`config.mk`:
```
export PLATFORM = sky130hd
export DESIGN_NAME = colour_scheduler
export DESIGN_NICKNAME = d
export VERILOG_FILES = /design/src/rtl/colour_sched_pkg.sv /design/src/rtl/tick_prescaler.sv /design/src/rtl/colour_scheduler.sv
export SDC_FILE = /design/constraint.sdc
export NUM_CORES = 1
export LEC_CHECK = 0
export ABC_AREA = 1
export BUFFER_PORTS_ARGS = -buffer_cell sky130_fd_sc_hd__buf_2
export CAP_MARGIN = 10
export CORE_AREA = 2 2 87 89
export CTS_CLUSTER_DIAMETER = 100
export DETAILED_ROUTE_END_ITERATION = 8
export DIE_AREA = 0 0 89 91
export PLACE_DENSITY = 0.79
export SYNTH_ARGS = -nofsm -noshare
export SYNTH_HDL_FRONTEND = slang
export SYNTH_SLANG_ARGS = --single-unit
export TNS_END_PERCENT = 20
```
`constraint.sdc`:
```
create_clock -name CLK -period 5.84 [get_ports CLK]
set_clock_uncertainty 0.2 [all_clocks]
set_input_delay 0.292 -clock CLK [delete_from_list [all_inputs] [get_ports CLK]]
set_output_delay 0.292 -clock CLK [all_outputs]
set_load 0.05 [all_outputs]
```
`src/rtl/colour_sched_pkg.sv`:
```
// Shared types and constants for the colour scheduler: FSM state,
// requester select and the default colour width.
package colour_sched_pkg;

  localparam int DEFAULT_COLOUR_WIDTH = 16;

  typedef enum logic {
    IDLE,
    STAGED
  } state_t;

  typedef enum logic [1:0] {
    NONE,
    BUS,
    SW,
    TICK
  } req_sel_t;

endpackage

```
`src/rtl/tick_prescaler.sv`:
```
// Free-running prescaler: one-cycle TICK every TICK_MAX cycles while ENABLE is high.
// Dropping ENABLE clears the count so the next period starts from zero.
module tick_prescaler #(
  parameter int TICK_WIDTH = 27,
  parameter int TICK_MAX   = 100000000
) (
  input  logic CLK,
  input  logic RESETN,
  input  logic ENABLE,
  output logic TICK
);

  localparam logic [TICK_WIDTH-1:0] LAST_COUNT = TICK_WIDTH'(TICK_MAX - 1);

  logic [TICK_WIDTH-1:0] count_reg;
  logic [TICK_WIDTH-1:0] count_next;

  always_comb begin
    count_next = count_reg;
    if (!ENABLE) begin
      count_next = '0;
    end else if (count_reg == LAST_COUNT) begin
      count_next = '0;
    end else begin
      count_next = count_reg + 1'b1;
    end
  end

  always_ff @(posedge CLK or negedge RESETN) begin
    if (!RESETN) begin
      count_reg <= '0;
    end else begin
      count_reg <= count_next;
    end
  end

  assign TICK = ENABLE && (count_reg == LAST_COUNT);

endmodule

```
`src/rtl/colour_scheduler.sv`:
```
// Arbitrates bus / switch / auto-step writes to the display colour register and
// commits them at frame boundaries when COLOUR_SCHED_FRAME_SYNC_EN is defined.
module colour_scheduler
  import colour_sched_pkg::*;
#(
  parameter int                       COLOUR_WIDTH = DEFAULT_COLOUR_WIDTH,
  parameter int                       TICK_WIDTH   = 27,
  parameter int                       TICK_MAX     = 100000000,
  parameter int                       STEP         = 10,
  parameter logic [COLOUR_WIDTH-1:0]  RESET_COLOUR = '0
) (
  input  logic                    CLK,
  input  logic                    RESETN,
  input  logic                    BUS_REQ,
  input  logic [COLOUR_WIDTH-1:0] BUS_DATA,
  output logic                    BUS_ACK,
  input  logic                    SW_LOAD,
  input  logic [COLOUR_WIDTH-1:0] SW_COLOUR,
  input  logic                    AUTO_EN,
  input  logic                    FRAME_END,
  output logic [COLOUR_WIDTH-1:0] COLOUR_OUT,
  output logic                    PENDING
);

  state_t                  state_reg, state_next;
  logic [COLOUR_WIDTH-1:0] staged_reg, staged_next;
  logic [COLOUR_WIDTH-1:0] colour_reg, colour_next;
  logic                    ack_reg, ack_next;

  req_sel_t                sel;
  logic [COLOUR_WIDTH-1:0] base_value;
  logic [COLOUR_WIDTH-1:0] grant_value;
  logic                    tick;
  logic                    commit;

  tick_prescaler #(
    .TICK_WIDTH (TICK_WIDTH),
    .TICK_MAX   (TICK_MAX)
  ) u_prescaler (
    .CLK    (CLK),
    .RESETN (RESETN),
    .ENABLE (AUTO_EN),
    .TICK   (tick)
  );

  // Auto-step accumulates on the staged value so repeated ticks before a commit add up.
  assign base_value = (state_reg == STAGED) ? staged_reg : colour_reg;

  always_comb begin
    sel         = NONE;
    grant_value = staged_reg;
    if (BUS_REQ && !ack_reg) begin
      sel         = BUS;
      grant_value = BUS_DATA;
    end else if (SW_LOAD) begin
      sel         = SW;
      grant_value = SW_COLOUR;
    end else if (tick) begin
      sel         = TICK;
      grant_value = base_value + COLOUR_WIDTH'(STEP);
    end
  end

`ifdef COLOUR_SCHED_FRAME_SYNC_EN
  assign commit = (state_reg == STAGED) && FRAME_END;
`else
  // Without frame sync every staged value commits on the following cycle.
  assign commit = (state_reg == STAGED) && (FRAME_END || 1'b1);
`endif

  always_comb begin
    state_next  = state_reg;
    staged_next = staged_reg;
    colour_next = colour_reg;
    ack_next    = (sel == BUS);
    unique case (state_reg)
      IDLE: begin
        if (sel != NONE) begin
          staged_next = grant_value;
          state_next  = STAGED;
        end
      end
      STAGED: begin
        if (commit) begin
          colour_next = staged_reg;
          if (sel != NONE) begin
            staged_next = grant_value;
          end else begin
            state_next = IDLE;
          end
        end else if (sel != NONE) begin
          staged_next = grant_value;
        end
      end
      default: state_next = IDLE;
    endcase
  end

  always_ff @(posedge CLK or negedge RESETN) begin
    if (!RESETN) begin
      state_reg  <= IDLE;
      staged_reg <= '0;
      colour_reg <= RESET_COLOUR;
      ack_reg    <= 1'b0;
    end else begin
      state_reg  <= state_next;
      staged_reg <= staged_next;
      colour_reg <= colour_next;
      ack_reg    <= ack_next;
    end
  end

  assign COLOUR_OUT = colour_reg;
  assign PENDING    = (state_reg == STAGED);
  assign BUS_ACK    = ack_reg;

endmodule

```
==> implementation parameters, run 1 <==
Parameter                              Value

Timing
  Final critical-path share of the clock period    slightly above 50%
  Post-Route Setup TNS    0 ns
  Maximum operating frequency    ~340 MHz
  Unrepaired setup endpoints after global routing    no
  Slew at the pin with the worst max-slew slack    slightly below 1 ns
  Rel. slew slack    around 34%
  Number of failing hold endpoints at the final stage    0
  Time the final worst path needs with I/O delays and setup    just under 3 ns
  Endpoints failing setup    0
  Final Max Slew Viols    0

Synthesis
  Number of flops mapped to enable cells by yosys    0
  Seq/Total Area, Yosys    about two fifths
  Distinct cell type count after synthesis    37
  Cell taking the most area after synthesis    sky130_fd_sc_hd__dfrtp_1
  Area share of the leading cell type in the synthesized netlist    roughly two fifths
  Synthesized Nets    577
  Predominant post-synthesis flop cell    sky130_fd_sc_hd__dfrtp_1
  Async SR Flop Fraction    100.0%
  Synthesized area divided by synthesized cell count    7.188 sq um
  Cells after synthesis    537
  Number of synthesis warnings    0
  Cell types occupying the most area after synthesis    sky130_fd_sc_hd__dfrtp_1, sky130_fd_sc_hd__nand2_1, sky130_fd_sc_hd__nand3_1
  Netlist area before placement    around 0.0039 sq mm
  Flip-flop and latch count after synthesis    between 60 and 70

Placed design
  GPL Wtd Cong    ~0.90
  HPWL reported at the end of detailed placement    between 6000 and 7000 um
  Placement-stage cell area    0.004164 sq mm
  Input/output buffers    54

Clock network
  Cells resized by post-CTS repair    0
  Clk sinks    between 60 and 70
  CTS Root Buffer Type    sky130_fd_sc_hd__clkbuf_8
  Count of hold-fix buffers inserted at cts    3
  CTS Buffer Depth    2
  Clock tree from TritonCTS    done
  Clock-pin slew reported for the worst setup and hold paths after clock tree synthesis    about 0.080 ns
  H-tree depth reported by CTS    3
  Buffers inserted by post-CTS timing repair    0
  Worst-Skew Late Latency    0.34 ns
  Number of clock buffers inserted by TritonCTS    9

Drt
  Via-to-Cell Ratio    5.252
  Post-route DRC    0
  Initial DRC Count    197
  Antenna violation net count after detailed routing    0
  Via Count    3645
  DR WL/cell    about 13 um
  Router iterations before antenna repair    4
  Final wirelength    about 9200 um

Setup path
  Setup Crit Path Kind    flip-flop to flip-flop
  Type of destination of the critical path    flip-flop
  Critical Path AT    roughly 3 ns
  Data required time of the worst path    about 6 ns
  Startpoint type of the worst setup path    flip-flop
  Maximum net fanout on the critical path    25
  R2R setup slack    between 2 and 3 ns

Power
  Power Density    approximately 300 mW/mm^2
  Total power    ~1.3 mW
  Leakage power of the design    ~2.2 nW
  Worst IR Drop VDD    about 0.2 mV

Floorplan
  Placement row count    31
  Starting density of the core    roughly 54%
  Die Footprint    between 0.008 and 0.009 sq mm
  Count of pins on the block boundary    56
  Die boundary width    around 90 um
  Die height    91 um
  Core Region    between 0.007 and 0.008 sq mm

Final layout
  Commonest non-fill, non-tap cell in the layout    sky130_fd_sc_hd__nand2_1
  Number of antenna cells inserted    0
  Leading cell types in the layout, fill and taps excluded    sky130_fd_sc_hd__nand2_1, sky130_fd_sc_hd__dfrtp_1, sky130_fd_sc_hd__buf_2
  Number of nets in the layout    630
  Fraction of final layout cells sized beyond drive strength 1    around a fifth
  Max reg flops    27
  Syn-to-layout area delta    15.66%
  Fillcell total    roughly 640
  Final cell area excluding filler cells    roughly 0.0045 sq mm

Global routing
  Total global routing track utilization    24.65%
  Global-route congestion overflow total    0
  Pin count of the biggest net entering global routing    62
  First-pass GRT wire length    ~16000 um
  Via count of the first global-routing pass    ~3500
  Number of antenna violations at the first check in global routing    0

Hold path
  Min-delay worst type    primary input to flip-flop

Run status
  Run status    complete, no violations

Run
  Number of maximum-capacitance constraint violations    0
## critical path, cell delays in order, from the launching register on
cell and delay (ns):
sky130_fd_sc_hd__dfrtp_1 0.88, sky130_fd_sc_hd__inv_2 0.35, sky130_fd_sc_hd__nand2_1 0.16, sky130_fd_sc_hd__nand2_2 0.09, sky130_fd_sc_hd__ha_1 0.21, sky130_fd_sc_hd__nand3b_1 0.24
sky130_fd_sc_hd__nand2_1 0.16, sky130_fd_sc_hd__inv_2 0.08, sky130_fd_sc_hd__nand2_1 0.09, sky130_fd_sc_hd__nand2_1 0.06, sky130_fd_sc_hd__nand3_1 0.07, sky130_fd_sc_hd__nand3_1 0.09
sky130_fd_sc_hd__nand3_1 0.12, sky130_fd_sc_hd__nand2_1 0.06
## per-layer routing
metal | global-route usage (%) | part of all wire, %
met1 | 30.60 | 41
met2 | 40.92 | 50
met3 | 5.455 | 6.1
met4 | 10.07 | 2.7
met5 | 0 | 0
## area by class of cell
cell class                 count  area, sq um  area share [%]
tap                           99        123.9           2.775
clock buffer                   9        123.9           2.775
sequential                    61         1526           34.19
multi-input combinational    400         2011           45.04
timing repair buffer          58        307.8           6.895
clock inverter                 7        146.4           3.279
inverter                      60        225.2           5.045
## Yosys cell counts (3+ instances only)
cell and count:
sky130_fd_sc_hd__o21ai_0 8, sky130_fd_sc_hd__a21oi_1 11, sky130_fd_sc_hd__nor2_4 3, sky130_fd_sc_hd__dfrtp_1 61, sky130_fd_sc_hd__nor2_2 5, sky130_fd_sc_hd__xnor2_1 6, sky130_fd_sc_hd__nand4_1 19, sky130_fd_sc_hd__or2_2 10
sky130_fd_sc_hd__inv_1 50, sky130_fd_sc_hd__nor4_1 4, sky130_fd_sc_hd__nand3b_1 4, sky130_fd_sc_hd__clkinv_1 5, sky130_fd_sc_hd__nand2_2 15, sky130_fd_sc_hd__nand3_4 3, sky130_fd_sc_hd__clkbuf_1 8, sky130_fd_sc_hd__nand2_1 164
sky130_fd_sc_hd__nor2_1 48, sky130_fd_sc_hd__inv_2 5, sky130_fd_sc_hd__buf_2 3, sky130_fd_sc_hd__nor3_1 20, sky130_fd_sc_hd__nand3_1 53, sky130_fd_sc_hd__xor2_1 10
## cells by family (layout without fill, tap and decap cells)
group	after synthesis	after routing	share of synthesized area, %
AO/OA/AOI/OAI	29	29	4.571
XOR/XNOR	16	16	3.630
adder cells (fa/ha/maj)	2	2	0.6482
buffers and inverters	76	134	8.363
flip-flops	61	61	39.55
AND/OR/NAND/NOR	353	353	43.24
## where the power goes
| part | total [mW] | internal, mW | leakage (nW) | switching, mW |
|---|---|---|---|---|
| Combinational | 0.305 | 0.0850 | 1.30 | 0.220 |
| Sequential | 0.496 | 0.463 | 0.784 | 0.0327 |
| Clock | 0.510 | 0.329 | 0.134 | 0.180 |
| Total | 1.31 | 0.878 | 2.22 | 0.433 |
## metrics by stage
step / hold slack [ns] / util [%] / cells / setup slack (ns)
floorplan: -0.2036 / - / 537 / 3.514
global placement: 0.2976 / 58.35 / 675 / 3.039
detailed placement: 0.3033 / 58.35 / 675 / 3.004
CTS: 0.0008064 / 62.55 / 694 / 2.914
global route: 0.002911 / 62.55 / 694 / 2.598
finish: 0.01876 / 62.55 / 694 / 2.868
## final timing paths
kind	start	end	depth (start not counted)
worst max-delay path	PENDING	staged_reg[9]	13
worst min-delay path	BUS_DATA[1]	staged_reg[1]	3
worst max register to register	PENDING	staged_reg[9]	13
worst min register to register	COLOUR_OUT[14]	COLOUR_OUT[14]	2
max in group asynchronous	RESETN	u_prescaler.count_reg[23]	3
min in group asynchronous	RESETN	u_prescaler.count_reg[12]	3
Power figures use the tool's default switching activity.
==> run 2: changes to the inputs <==
--- a/config.mk
+++ b/config.mk
@@ -8,11 +8,11 @@
 export ABC_AREA = 1
 export BUFFER_PORTS_ARGS = -buffer_cell sky130_fd_sc_hd__buf_2
 export CAP_MARGIN = 10
-export CORE_AREA = 2 2 87 89
+export CORE_AREA = 2 2 90 92
 export CTS_CLUSTER_DIAMETER = 100
 export DETAILED_ROUTE_END_ITERATION = 8
-export DIE_AREA = 0 0 89 91
-export PLACE_DENSITY = 0.79
+export DIE_AREA = 0 0 92 94
+export PLACE_DENSITY = 0.78
 export SYNTH_ARGS = -nofsm -noshare
 export SYNTH_HDL_FRONTEND = slang
 export SYNTH_SLANG_ARGS = --single-unit
==> constraint.sdc (replaced) <==
create_clock -name CLK -period 2.5 [get_ports CLK]
set_clock_uncertainty 0.2 [all_clocks]
set_input_delay 0.125 -clock CLK [delete_from_list [all_inputs] [get_ports CLK]]
set_output_delay 0.125 -clock CLK [all_outputs]
set_load 0.05 [all_outputs]
==> implementation parameters, run 2 (synthesis gave the netlist of run 1 again) <==
Parameter                              Value

Final layout
  Commonest non-fill, non-tap cell in the layout    sky130_fd_sc_hd__nand2_1
  Number of antenna cells inserted    0 (unchanged)
  Number of nets in the layout    667 (+5.9%)
  Final standard cell utilization of the core    62.37% (-0.18 points)
  Leading cell types in the layout, fill and taps excluded    sky130_fd_sc_hd__nand2_1, sky130_fd_sc_hd__dfrtp_1, sky130_fd_sc_hd__buf_2
  Max reg flops    27 (unchanged)
  Fraction of final layout cells sized beyond drive strength 1    19.78% (-0.39 points)
  Final cell area excluding filler cells    0.004745 sq mm (+6.3%)
  Fillcell total    702 (+9.2%)
  Syn-to-layout area delta    22.92%
  Cell Count, Final, Fillers Out    734 (+5.8%)

Timing
  Endpoints failing setup    0 (unchanged)
  Time the final worst path needs with I/O delays and setup    2.246 ns (-0.7265 ns)
  Maximum operating frequency    445.3 MHz (+32%)
  Unrepaired setup endpoints after global routing    no
  Number of failing hold endpoints at the final stage    0 (unchanged)
  Rel. slew slack    59.26% (+25 points)
  Final critical-path share of the clock period    89.84% (+39 points)
  Post-Route Setup TNS    0 ns (unchanged)
  Setup WS post-layout    0.2541 ns (-2.613 ns)
  Hold slack final    0.06426 ns (+0.04550 ns)
  Final Max Slew Viols    0 (unchanged)
  Slew at the pin with the worst max-slew slack    0.6104 ns (-0.3798 ns)

Hold path
  Min-delay worst type    primary input to flip-flop

Power
  Leakage power of the design    2.334 nW (+5.3%)
  Total power    2.794 mW (+110%)
  Worst IR Drop VDD    0.3583 mV (+80%)
  Power Density    588.9 mW/mm^2 (+100%)

Setup path
  Type of destination of the critical path    flip-flop
  Slowest stage delay, CP    0.44 ns (-0.44 ns)
  Setup Crit Path Kind    flip-flop to flip-flop
  Startpoint type of the worst setup path    flip-flop
  Buffer and inverter count on the worst path    1 (-1)
  Critical path's top delay family    simple AND/OR/NAND/NOR gates
  Critical Path AT    2.33 ns (-0.67 ns)
  Cell-by-cell trace of the critical path    ha_1, nand3_4, nor2_8, nand2_4, nor2_4, nand3_4, nand3_4, nand2_1, inv_1, nand2_1, nand2_1
  Maximum net fanout on the critical path    21 (-16%)
  Slowest-stage cell, CP    sky130_fd_sc_hd__dfrtp_1
  Data required time of the worst path    2.58 ns (-3.29 ns)

Clock network
  Number of clock buffers inserted by TritonCTS    9 (unchanged)
  CTS Buffer Depth    2 (unchanged)
  H-tree depth reported by CTS    3 (unchanged)
  Worst-Skew Late Latency    0.35 ns (about the same)
  CTS Root Buffer Type    sky130_fd_sc_hd__clkbuf_8
  Clk sinks    61 (unchanged)
  Clock-pin slew reported for the worst setup and hold paths after clock tree synthesis    0.07 ns (about the same)
  Buffers inserted by post-CTS timing repair    0 (unchanged)
  Clock tree from TritonCTS    done

Global routing
  Via count of the first global-routing pass    3690 (+5.8%)
  Global-route congestion overflow total    0 (unchanged)
  Pin count of the biggest net entering global routing    39 (-37%)
  Number of antenna violations at the first check in global routing    0 (unchanged)
  Total global routing track utilization    25.62% (+0.97 points)
  First-pass GRT wire length    17300 um (+9.4%)

Floorplan
  Placement row count    32 (+3.2%)
  Core Region    0.007607 sq mm (+6.6%)
  Count of pins on the block boundary    56 (unchanged)
  Starting density of the core    50.74% (-3.3 points)
  Die boundary width    92 um (+3.4%)
  Die height    94 um (+3.3%)
  Die Footprint    0.008648 sq mm (+6.8%)

Run
  Number of maximum-capacitance constraint violations    0 (unchanged)

Placed design
  GPL Wtd Cong    0.9432 (+4.4%)
  HPWL reported at the end of detailed placement    7060 um (+5.1%)
  Cells after DPL    684 (+1.3%)
  Worst-case setup slack after placement    0.2799 ns (-2.724 ns)
  Placement-stage cell area    0.004213 sq mm (+1.2%)
  Input/output buffers    54 (unchanged)

Drt
  Via-to-Cell Ratio    5.084 (-3.2%)
  Initial DRC Count    147 (-25%)
  Final wirelength    10220 um (+11%)
  Router iterations before antenna repair    4 (unchanged)
  Post-route DRC    0 (unchanged)
  Antenna violation net count after detailed routing    0 (unchanged)
  Via Count    3732 (+2.4%)
  DR WL/cell    13.92 um (+5.3%)

Run status
  Run status    complete, no violations
-- run 2: layout make-up --
cell class                      count  area (sq um)  area share (%)
Multi-Input combinational cell    400          2011           42.38
Tap cell                          102         127.6           2.690
Timing Repair Buffer               95         663.1           13.98
Clock buffer                       10         127.6           2.690
Sequential cell                    61          1526           32.17
Clock inverter                      6         63.81           1.345
Inverter                           60         225.2           4.747
-- run 2: final timing paths --
path                                               start                   endpoint  slack, ns  cells past startpoint
min in group asynchronous                         RESETN  u_prescaler.count_reg[12]       0.09                      3
worst min-delay path                        SW_COLOUR[5]              staged_reg[5]       0.06                      4
worst min register to register             staged_reg[5]              staged_reg[5]       0.33                      2
worst max-delay path            u_prescaler.count_reg[0]             staged_reg[15]       0.25                     11
worst max register to register  u_prescaler.count_reg[0]             staged_reg[15]       0.25                     11
max in group asynchronous                         RESETN             staged_reg[10]       1.59                      3
-- run 2: tightest hold or removal path, cell delays in order --
cell                      delay (ns)
sky130_fd_sc_hd__buf_2          0.10
sky130_fd_sc_hd__o21ai_0        0.15
sky130_fd_sc_hd__o21a_1         0.15
sky130_fd_sc_hd__a21oi_2        0.05
-- run 2: repair_timing --
action                    4_1_cts  5_1_grt
gates resized for setup         0        0
hold buffers                   34        0
hold endpoints to repair       79        0
-- run 2: power by group --
part	leakage, nW	internal, mW	switching [mW]	total (mW)
Clock	0.0923	0.458	0.411	0.869
Combinational	1.46	0.242	0.530	0.773
Sequential	0.784	1.08	0.0693	1.15
Total	2.33	1.78	1.01	2.79
-- run 2: metal layers --
layer  GRT usage, %  share of wire [%]  vias up
met5              0                  0        -
met4          11.44                1.9        0
met3          3.612                4.5       18
met2          45.89                 52       92
met1          30.61                 42     1718
li1               -                  -     1904
